===== src/rtl/debounce_pkg.sv =====
// Shared constants and types for the multi-channel button/switch debouncer.
package debounce_pkg;

    localparam int unsigned DEFAULT_N_CH  = 4;
    localparam int unsigned DEFAULT_CNT_W = 11;

    // COUNTING whenever a candidate level is being timed (cnt != 0 or sync2 != level).
    typedef enum logic {
        STABLE   = 1'b0,
        COUNTING = 1'b1
    } deb_state_e;

endpackage


===== src/rtl/debounce_channel.sv =====
// One debounce channel: 2-FF synchroniser, stability counter, level, edge pulses, sticky bounce flag.
module debounce_channel
    import debounce_pkg::*;
#(
    parameter int unsigned CNT_W       = DEFAULT_CNT_W,
    parameter logic        RESET_LEVEL = 1'b0
) (
    input  logic             clk,
    input  logic             reset,
    input  logic             btn_in,
    input  logic [CNT_W-1:0] stable_cycles,
    input  logic             clear_flags,
    output logic             level,
    output logic             rise,
    output logic             fall,
    output logic             flag,
    output logic             rise_c,
    output logic             fall_c
);

    logic             sync1_q, sync1_d;
    logic             sync2_q, sync2_d;
    logic             level_q, level_d;
    logic [CNT_W-1:0] cnt_q, cnt_d;
    logic             rise_q, rise_d;
    logic             fall_q, fall_d;
    logic             flag_q, flag_d;
    logic [CNT_W-1:0] thresh_m1;
    deb_state_e       state_c;

    // A zero threshold is treated as one cycle.
    assign thresh_m1 = (stable_cycles == '0) ? '0 : stable_cycles - CNT_W'(1);

    assign state_c = ((cnt_q != '0) || (sync2_q != level_q)) ? COUNTING : STABLE;

    always_comb begin
        sync1_d = btn_in;
        sync2_d = sync1_q;
        level_d = level_q;
        cnt_d   = cnt_q;
        rise_d  = 1'b0;
        fall_d  = 1'b0;
        flag_d  = clear_flags ? 1'b0 : flag_q;

        if (sync2_q == level_q) begin
            cnt_d = '0;
            // Input reverted before the count completed; set wins over clear.
            if (cnt_q != '0) begin
                flag_d = 1'b1;
            end
        end else if (cnt_q >= thresh_m1) begin
            level_d = sync2_q;
            cnt_d   = '0;
            rise_d  = sync2_q;
            fall_d  = ~sync2_q;
        end else begin
            cnt_d = cnt_q + CNT_W'(1);
        end
    end

    always_ff @(posedge clk) begin
        if (reset) begin
            sync1_q <= RESET_LEVEL;
            sync2_q <= RESET_LEVEL;
            level_q <= RESET_LEVEL;
            cnt_q   <= '0;
            rise_q  <= 1'b0;
            fall_q  <= 1'b0;
            flag_q  <= 1'b0;
        end else begin
            sync1_q <= sync1_d;
            sync2_q <= sync2_d;
            level_q <= level_d;
            cnt_q   <= cnt_d;
            rise_q  <= rise_d;
            fall_q  <= fall_d;
            flag_q  <= flag_d;
        end
    end

    assign level  = level_q;
    assign rise   = rise_q;
    assign fall   = fall_q;
    assign flag   = flag_q;
    assign rise_c = rise_d;
    assign fall_c = fall_d;

    a_no_pulse_from_stable : assert property (
        @(posedge clk) disable iff (reset) (state_c == STABLE) |=> !(rise_q || fall_q));

    a_pulses_exclusive : assert property (
        @(posedge clk) disable iff (reset) !(rise_q && fall_q));

endmodule


===== src/rtl/multi_debounce.sv =====
// N_CH independent debounce channels sharing one threshold, plus a registered any-edge summary.
module multi_debounce
    import debounce_pkg::*;
#(
    parameter int unsigned N_CH        = DEFAULT_N_CH,
    parameter int unsigned CNT_W       = DEFAULT_CNT_W,
    parameter logic        RESET_LEVEL = 1'b0
) (
    input  logic             clk,
    input  logic             reset,
    input  logic [N_CH-1:0]  btn_input,
    input  logic [CNT_W-1:0] stable_cycles,
    input  logic             clear_flags,
    output logic [N_CH-1:0]  debounce_output,
    output logic [N_CH-1:0]  rise_pulse,
    output logic [N_CH-1:0]  fall_pulse,
    output logic [N_CH-1:0]  bounce_flag,
    output logic             any_change
);

    logic [N_CH-1:0] rise_c;
    logic [N_CH-1:0] fall_c;
    logic            any_change_q, any_change_d;

    for (genvar i = 0; i < N_CH; i++) begin : g_ch
        debounce_channel #(
            .CNT_W       (CNT_W),
            .RESET_LEVEL (RESET_LEVEL)
        ) u_ch (
            .clk           (clk),
            .reset         (reset),
            .btn_in        (btn_input[i]),
            .stable_cycles (stable_cycles),
            .clear_flags   (clear_flags),
            .level         (debounce_output[i]),
            .rise          (rise_pulse[i]),
            .fall          (fall_pulse[i]),
            .flag          (bounce_flag[i]),
            .rise_c        (rise_c[i]),
            .fall_c        (fall_c[i])
        );
    end

    // Built from the next-cycle pulse values so it lines up with the registered pulses.
    always_comb begin
        any_change_d = |(rise_c | fall_c);
    end

    always_ff @(posedge clk) begin
        if (reset) begin
            any_change_q <= 1'b0;
        end else begin
            any_change_q <= any_change_d;
        end
    end

    assign any_change = any_change_q;

endmodule


===== config.mk =====
export PLATFORM = sky130hd
export DESIGN_NAME = multi_debounce
export DESIGN_NICKNAME = d
export VERILOG_FILES = /design/src/rtl/debounce_pkg.sv /design/src/rtl/debounce_channel.sv /design/src/rtl/multi_debounce.sv
export SDC_FILE = /design/constraint.sdc
export NUM_CORES = 1
export LEC_CHECK = 0
export ABC_AREA = 1
export CAP_MARGIN = 20
export CORE_ASPECT_RATIO = 1.75
export CORE_MARGIN = 4
export CORE_UTILIZATION = 30
export CTS_CLUSTER_SIZE = 20
export DETAILED_ROUTE_END_ITERATION = 10
export GPL_TIMING_DRIVEN = 0
export PLACE_DENSITY_LB_ADDON = 0.1
export SLEW_MARGIN = 40
export SYNTH_ARGS = -nofsm -noshare
export SYNTH_HDL_FRONTEND = slang
export SYNTH_SLANG_ARGS = --single-unit

===== constraint.sdc =====
create_clock -name clk -period 3.4 [get_ports clk]
set_clock_uncertainty 0.15 [all_clocks]
set_input_delay 0.51 -clock clk [delete_from_list [all_inputs] [get_ports clk]]
set_output_delay 0.51 -clock clk [all_outputs]
set_load 0.03 [all_outputs]

# Word level (Yosys, flattened, before mapping)
# Index checks and enable logic that the tools add are counted.
# op_classes
order_cmp	4
n_mul	0
div	0
shift	0
mux	29
n_bitwise	9
reduce_logical	14
eq_ne	4
add_sub_neg	5
# op_table
op	n
adder 11 x 1 -> 11 bit, second input constant	4
>= comparator 11 bit	4
nonzero test 11 bit	4
two-way mux 1 bit	28
OR reduction 3 bit	4
logical NOT 11 bit	1
two-way mux 11 bit	1
subtractor 11 x 1 -> 11 bit, second input constant	1
inverter 1 bit	8
AND reduction 2 bit	4
== test 1 bit	4
bitwise OR 4 bit	1
OR reduction 4 bit	1
# totals
latchBits	0
memories	0
input_bits	18
output_inout_bits	17
word_cells	94
rom_bits	0
register_bits	69
ramBits	0

# Logic depth before layout (Yosys ltp)
# Gate-level depths: netlist of run 1.
# depth
ltp_word	7
depth_mapped	19
mapped_depth_nobuf	19

# Modules after synthesis
# Synthesis of run 1 repeated with hierarchy kept, for this count alone.
# unflattened
cells_unflattened	752
area_unflattened_um2	5152.4
# by_module_without_submodules
module	area_each_um2	instances	cells_each	seq_area_each_um2
debounce_channel at g_ch[0].u_ch ...	1283.7	3	186	340.3
debounce_channel at g_ch[1].u_ch	1251.2	1	185	340.3
multi_debounce	50.0	1	9	20.0

# Worst setup path after synthesis of run 1
# Ideal clock, no wire load.
# synth_path
path_kind	in2reg
from	input stable_cycles[0]
to	register g_ch[2].u_ch.cnt_q[0]
t_required_ns	3.133
setup_time_ns	0.117
path_buffers	1
setup_slack_ns	0.598
arrival_time_ns	2.535
cell_stages	18
cell_sequence	inv_1 -> ha_1 -> nand2_1 -> nor2_1 -> nand2_1 -> xor2_1 -> or2_2 -> ha_1 -> nand2_1 -> nor2_1 -> nand3_1 -> nor2_1 -> nor2_1 -> nand2_1 -> inv_1 -> nand2_1 -> buf_2 -> nor2_1
# synth_via
elab_chain_cells	4
elab_cells_between_ends	5
classes_between	add/sub (1); order compare (1); mux (1); reduce/logical (2)
# synth_rtl
element	line	text
start, declared	multi_debounce.sv:12	input logic [CNT_W-1:0] stable_cycles,
subtractor 11 x 1 -> 11 bit / logical NOT 11 bit (equally long branches)	debounce_channel.sv:32	assign thresh_m1 = (stable_cycles == '0) ? '0 : stable_cycles - CNT_W'(1);
two-way mux 11 bit (*)	debounce_channel.sv:32	
>= comparator 11 bit (*)	debounce_channel.sv:51	end else if (cnt_q >= thresh_m1) begin
OR reduction 3 bit (no source line) (*)	-	
end signal, assigned	debounce_channel.sv:74	cnt_q <= cnt_d;
end, declared	debounce_channel.sv:24	logic [CNT_W-1:0] cnt_q, cnt_d;
# Every way passes the cells marked *; elsewhere a longest branch is shown, timed or not.
# A chain may end at the register's enable or synchronous reset.

# Worst setup path in the final report of run 1
# layout_path
from	input stable_cycles[0]
to	register g_ch[2].u_ch.cnt_q[6]
# Same word-level chain as after synthesis.

==> flow_summary_export.csv, run 1 <==
group,metric,value,unit
timing,post-route-period-util,94.2,%
flow_run,drv_cap,0,
synthesis,ys_types,32,
power_and_ir_drop,p_int,1.47,mW
clock_network,clkLatencyLatePin,330,ps
critical_path,cp_max_fo,10,
power_and_ir_drop,combPwrFrac,8.1,%
power_and_ir_drop,peakVddDrop,225,uV
drt,drt_iter0_markers,81,
timing,rsz0062_at_grt,"true",
global_route,grt_antenna_before_repair,0,
floorplanning,die_y,166,um
floorplanning,io_pins,35,
min_path,hp-class,"flop to flop",
timing,period_minus_slack,3200,ps
final_layout,final_nets,687,
placed_design,postPlaceCellArea,4830,um^2
power_and_ir_drop,p_per_area,360,nW/um^2
drt,vias,3548,
floorplanning,std_cell_rows,57,
synthesis,synth_warnings,0,
floorplanning,fp.dieW,98.1,um
final_layout,design_area,5300,um^2
timing,fmax,0.312,GHz
synthesis,syn_inst,568,
drt,drt-total-wl,10.3,mm
final_layout,n_antenna_cell,0,
critical_path,critical_path_arrival,3310,ps
critical_path,endpoint_kind,"flop",
global_route,grt_use_total,13.6,%
floorplanning,dieArea,16300,um^2
timing,worst_pin_slew,493,ps
placed_design,hpwl,8.35,mm
placed_design,port_buffers,34,
synthesis,yosysSeqAreaShare,32.4,%
drt,vias_per_cell,4.45,
placed_design,gp_congestion,0.754,
drt,ant_nets,0,
drt,wire_per_inst,12.9,um
clock_network,cts.sinks,69,
global_route,grt_pass1_vias,3663,
floorplanning,core,13900,um^2
drt,first_pass_iters,4,
power_and_ir_drop,total_power,1.91,mW
final_layout,syn2layout_area_growth,24.2,%
run_status,status,"completed",
clock_network,hold_buffers,0,
floorplanning,initial_core_util,30.7,%
timing,tns,0,ps
clock_network,cts_tree,"built",
synthesis,synth.net_count,639,
timing,layout_setup_ws,197,ps
timing,maxSlewViolCount,0,
power_and_ir_drop,switching_share,23.1,%
synthesis,synth_area,4260,um^2
timing,finalHoldViolations,0,
power_and_ir_drop,p_clk_share,48.8,%
timing,max_slew_margin,67.1,%
power_and_ir_drop,netSwitchingPower,0.442,mW
power_and_ir_drop,cellLeakagePower,2.32,nW
placed_design,pre_cts_slack,-508,ps
synthesis,ys_ff_latch,69,
critical_path,crit_type,"primary input to flop",
global_route,grt_first_pass_wirelength,17.5,mm
final_layout,drive_above_1_share,14.8,%
drt,met3_length,294,um
drt,wl_met2,5.52,mm
drt,drc,0,
critical_path,critPathLaunchType,"primary input",
timing,holdWs,263,ps
clock_network,cts.path.max_buffers,2,
clock_network,root_buffer,"clkbuf_16",
drt,highest_layer,"met4",
clock_network,clk_pin_slew,60,ps
clock_network,cts_buffers,9,
synthesis,syn_area_per_cell,7.51,um^2
clock_network,htree_levels,3,
global_route,grt_max_degree,13,
drt,m1WireLength,4.29,mm
power_and_ir_drop,pwr-share-seq,43.0,%
global_route,grt-ovfl-total,0,
timing,setup_viol,0,
critical_path,crit_required,3510,ps
-- routing by layer --
metal	GRT usage, %	vias to the layer above
li1	-	1896
met1	14.8	1591
met2	25.5	50
met4	4.88	0
met5	0	-
met3	2.65	11
-- worst max-delay path, cell delays in order --
cell	delay (ps)
clkdlybuf4s50_1	420
inv_1	90
ha_2	210
nand2_1	90
nor2_4	160
nand2_2	80
nor3_2	120
xor2_1	180
nand2_2	130
buf_4	160
ha_1	280
a21oi_1	120
o21ai_0	100
nor2_1	110
nand2_1	110
inv_1	110
nand2_2	90
buf_6	150
nor3_2	90
-- layout make-up --
cell class / count / area (um^2)
buffer: 22 / 169
clock buffer: 10 / 239
fill: 1502 / 8610
clock inverter: 6 / 62.6
timing repair buffer: 37 / 363
inverter: 79 / 299
multi-input combinational: 398 / 2560
sequential: 69 / 1380
tap: 177 / 221
-- path summary, 6_finish.rpt --
kind                                            start                     to  slack [ps]  cells after the start
worst max-delay path                 stable_cycles[0]  g_ch[2].u_ch.cnt_q[6]         200                     19
worst min-delay path             g_ch[2].u_ch.sync1_q   g_ch[2].u_ch.sync2_q         260                      2
worst max register to register  g_ch[3].u_ch.cnt_q[6]  g_ch[3].u_ch.cnt_q[4]        1430                     11
worst min register to register   g_ch[2].u_ch.sync1_q   g_ch[2].u_ch.sync2_q         260                      2
-- per-stage QoR --
| step | utilization [%] | instances |
|---|---|---|
| after detailed placement | 34.7 | 779 |
| after CTS | 37.0 | 795 |
| final | 38.1 | 798 |
| after floorplan | - | 568 |
| after global routing | 38.1 | 798 |
| after global placement | 34.7 | 779 |
-- repair_timing --
action,4_1_cts,5_1_grt
buffers inserted,0,3
cloned,0,0
endpoints found under the setup margin,43,52
pin swaps,0,7
resized for setup,6,30
-- registers in the layout, indices dropped and copies added (netlist names) --
name	count
g_ch.u_ch.level	4
g_ch.u_ch.sync2_q	4
g_ch.u_ch.flag	4
g_ch.u_ch.fall	4
any_change	1
g_ch.u_ch.sync1_q	4
g_ch.u_ch.rise	4
g_ch.u_ch.cnt_q	44
-- synthesized netlist by cell type (all sizes together) --
library cell / count / area (um^2)
nor3: 21 / 183
nor3b: 3 / 22.5
o21bai: 2 / 15.0
nand3b: 3 / 22.5
xnor2: 10 / 87.6
nand4: 11 / 68.8
a21boi: 1 / 7.51
buf: 20 / 143
xor2: 20 / 175
or2: 3 / 18.8
a21oi: 23 / 115
clkbuf: 2 / 7.51
nand2: 112 / 430
inv: 79 / 297
a31o: 1 / 8.76
nor4: 5 / 31.3
a31oi: 1 / 6.26
o21ai: 12 / 63.8
nor2: 91 / 374
ha: 53 / 663
a21o: 1 / 7.51
nand3: 25 / 135
dfxtp: 69 / 1380
-- power by group through the flow --
stage	logic (mW)	registers, mW	clock network (mW)
floorplan	0.0865	0.837	0
global placement	0.141	0.838	0
detailed placement	0.145	0.838	0
CTS	0.147	0.820	0.968
global route	0.180	0.821	0.997
finish	0.155	0.821	0.932
-- layout by cell type, fill, tap and decap left out, drive strengths merged, types with 2 or more instances in the layout --
cell type,count
o21ai,12
clkinvlp,3
xnor2,10
xor2,20
dfxtp,69
nor4,5
inv,79
nor3,21
clkbuf,13
buf,22
or2,3
nand3b,3
nor3b,3
clkinv,2
ha,53
nand4,11
clkdlybuf4s50,34
nand3,25
nand2,112
nor2,91
a21oi,23
o21bai,2
-- cells by family (layout without fill, tap and decap cells) --
logic type / count (synthesis) / count (layout) / share of synthesized area [%]
fa+ha+maj: 53 / 53 / 15.6
compound gates: 41 / 41 / 5.25
simple gates: 274 / 274 / 30.2
xor+xnor: 30 / 30 / 6.16
flops: 69 / 69 / 32.4
buf+inv: 101 / 154 / 10.5
Power figures use the tool's default switching activity.
==> run 2, diff against run 1 <==
==> constraint.sdc (replaced) <==
create_clock -name clk -period 3.3 [get_ports clk]
set_clock_uncertainty 0.15 [all_clocks]
set_input_delay 0.495 -clock clk [delete_from_list [all_inputs] [get_ports clk]]
set_output_delay 0.495 -clock clk [all_outputs]
set_load 0.03 [all_outputs]
==> flow_summary_export.csv, run 2 (synthesized netlist as in run 1, its figures left out) <==
group,metric,value,unit
floorplanning,initial_core_util,30.7,%
drt,drt_iter0_markers,94,
timing,fmax,0.319,GHz
final_layout,layout_common_cells,"nand2_1 (99), nor2_1 (77), inv_1 (75)",
global_route,busiest_layer,"met2",
clock_network,clk_pin_slew,60,ps
critical_path,critical_path_arrival,3260,ps
final_layout,n_antenna_cell,0,
floorplanning,std_cell_rows,57,
clock_network,cts.path.max_buffers,2,
timing,post-route-period-util,95.0,%
timing,worst_pin_slew,490,ps
placed_design,pre_cts_slack,-593,ps
critical_path,cp.depth,18,
final_layout,final_nets,693,
clock_network,cts_buffers,9,
floorplanning,fp.dieW,98.1,um
drt,drc,0,
power_and_ir_drop,p_int,1.52,mW
critical_path,slowest_delay,430,ps
global_route,grt_pass1_vias,3663,
clock_network,hold_buffers,0,
power_and_ir_drop,pwr-share-seq,42.7,%
drt,first_pass_iters,4,
timing,max_slew_margin,67.3,%
power_and_ir_drop,cellLeakagePower,2.41,nW
critical_path,endpoint_kind,"flop",
final_layout,regMostFlops,"g_ch.u_ch.cnt_q",
critical_path,slowest_stage,"clkdlybuf4s50_1",
run_status,status,"completed",
drt,vias_per_cell,4.48,
power_and_ir_drop,combPwrFrac,8.7,%
global_route,grt_antenna_before_repair,0,
power_and_ir_drop,netSwitchingPower,0.463,mW
critical_path,critPathLaunchType,"primary input",
floorplanning,io_pins,35,
critical_path,crit_required,3420,ps
placed_design,hpwl,8.35,mm
floorplanning,die_y,166,um
final_layout,largest_reg_flops,44,
clock_network,cts_tree,"built",
floorplanning,core,13900,um^2
placed_design,gp_congestion,0.754,
global_route,grt_use_total,13.6,%
power_and_ir_drop,p_per_area,363,nW/um^2
global_route,use_met3,2.65,%
timing,layout_setup_ws,165,ps
critical_path,cpLargestDelayFamily,"simple AND/OR/NAND/NOR gates",
clock_network,htree_levels,3,
global_route,grt_use_met1,14.8,%
clock_network,cts.sinks,69,
timing,period_minus_slack,3130,ps
final_layout,syn2layout_area_growth,28.0,%
global_route,grt_first_pass_wirelength,17.5,mm
power_and_ir_drop,switching_share,23.4,%
critical_path,crit_type,"primary input to flop",
global_route,met2_usage,25.5,%
drt,drt-total-wl,10.5,mm
timing,setup_viol,0,
final_layout,final_common_cell,"nand2_1",
global_route,grt-ovfl-total,0,
drt,ant_nets,0,
clock_network,root_buffer,"clkbuf_16",
placed_design,port_buffers,34,
global_route,grt_max_degree,13,
critical_path,crit_chain,"clkdlybuf4s50_1 -> inv_2 -> ha_4 -> nand2_2 -> nor2_4 -> nand3_4 -> nor2_4 -> clkinv_4 -> o21ai_4 -> ha_4 -> nand2_1 -> nand2_1 -> a21oi_2 -> nand2_1 -> nand2_2 -> nand4_1 -> buf_4 -> nor2_2",
critical_path,crit_path_frequent_cell,"nand2_1",
timing,tns,0,ps
drt,wire_per_inst,13.1,um
min_path,hp-class,"flop to flop",
final_layout,drive_above_1_share,17.4,%
critical_path,reg2reg_depth,9,
critical_path,cp_max_fo,7,
clock_network,clkLatencyLatePin,330,ps
power_and_ir_drop,p_clk_share,48.6,%
flow_run,drv_cap,0,
critical_path,crit_buf_inv,4,
timing,maxSlewViolCount,0,
min_path,hold_depth,2,
drt,vias,3602,
power_and_ir_drop,peakVddDrop,232,uV
timing,finalHoldViolations,0,
floorplanning,dieArea,16300,um^2
[run 2: changes by cell type in the layout (fill, tap and decap cells not counted), sizes merged]
cell and delta:
clkbuf +1, inv -1, clkdlybuf4s50 -4, buf +5
clkinv +1, dlymetal6s2s +4
[run 2: area by class of cell]
class	instances	area, um^2
fillers	1498	8450
multi-input cells	398	2640
flip-flops and latches	69	1380
repair buffers	43	435
inverters	79	302
clock buffers	10	239
well taps	177	221
plain buffers	22	173
clock inverters	6	62.6
[run 2: through the flow]
stage                     std cells  power [mW]  hold WS, ps  utilization, %  cell area (um^2)
after detailed placement        779        1.01          246            34.7              4830
after global routing            804        2.07          283            39.2              5460
final                           804        1.98          264            39.2              5460
after global placement          779        1.01          249            34.7              4830
after floorplan                 568       0.952          238               -              4260
after CTS                       795        1.99          268            37.1              5160
[run 2: worst reg2reg max path, delay by kind of cell (launching register included)]
family | cells | cell delay (ps)
and+or+nand+nor | 6 | 560
DFF | 1 | 470
adders and majority gates | 1 | 310
buffers and inverters | 1 | 260
AOI/OAI and AO/OA | 1 | 140
[run 2: timing repair]
item	4_1_cts	5_1_grt
pin swaps	0	12
setup buffers	0	7
setup endpoints to repair	49	57
gates resized for setup	9	53
gates cloned	0	2
[run 2: routing by layer]
metal  share of wire, %  routed length [um]
met5                  0                   0
met3                2.8                 292
met1                 41                4310
met4                2.2                 231
met2                 54                5680
[run 2: path summary, 6_finish.rpt]
check                         from                     end  slack [ps]
max               stable_cycles[1]  g_ch[1].u_ch.cnt_q[10]         170
min           g_ch[2].u_ch.sync1_q    g_ch[2].u_ch.sync2_q         260
max reg2reg  g_ch[1].u_ch.cnt_q[2]  g_ch[1].u_ch.cnt_q[10]        1340
min reg2reg   g_ch[2].u_ch.sync1_q    g_ch[2].u_ch.sync2_q         260
[run 2: power groups by stage]
| stage | Combinational (mW) | Sequential, mW | Clock (mW) |
|---|---|---|---|
| finish | 0.171 | 0.846 | 0.962 |
| floorplan | 0.0891 | 0.862 | 0 |
| detailed placement | 0.149 | 0.864 | 0 |
| global placement | 0.146 | 0.863 | 0 |
| global route | 0.197 | 0.846 | 1.03 |
| CTS | 0.152 | 0.845 | 0.997 |
==> run 3, diff against run 2 <==
--- a/config.mk
+++ b/config.mk
@@ -10,7 +10,6 @@
 export CORE_ASPECT_RATIO = 1.75
 export CORE_MARGIN = 4
 export CORE_UTILIZATION = 30
-export CTS_CLUSTER_SIZE = 20
 export DETAILED_ROUTE_END_ITERATION = 10
 export GPL_TIMING_DRIVEN = 0
 export PLACE_DENSITY_LB_ADDON = 0.1
==> results of run 3 <==
Same layout as run 2: the final DEF is identical, and so are final timing and power.
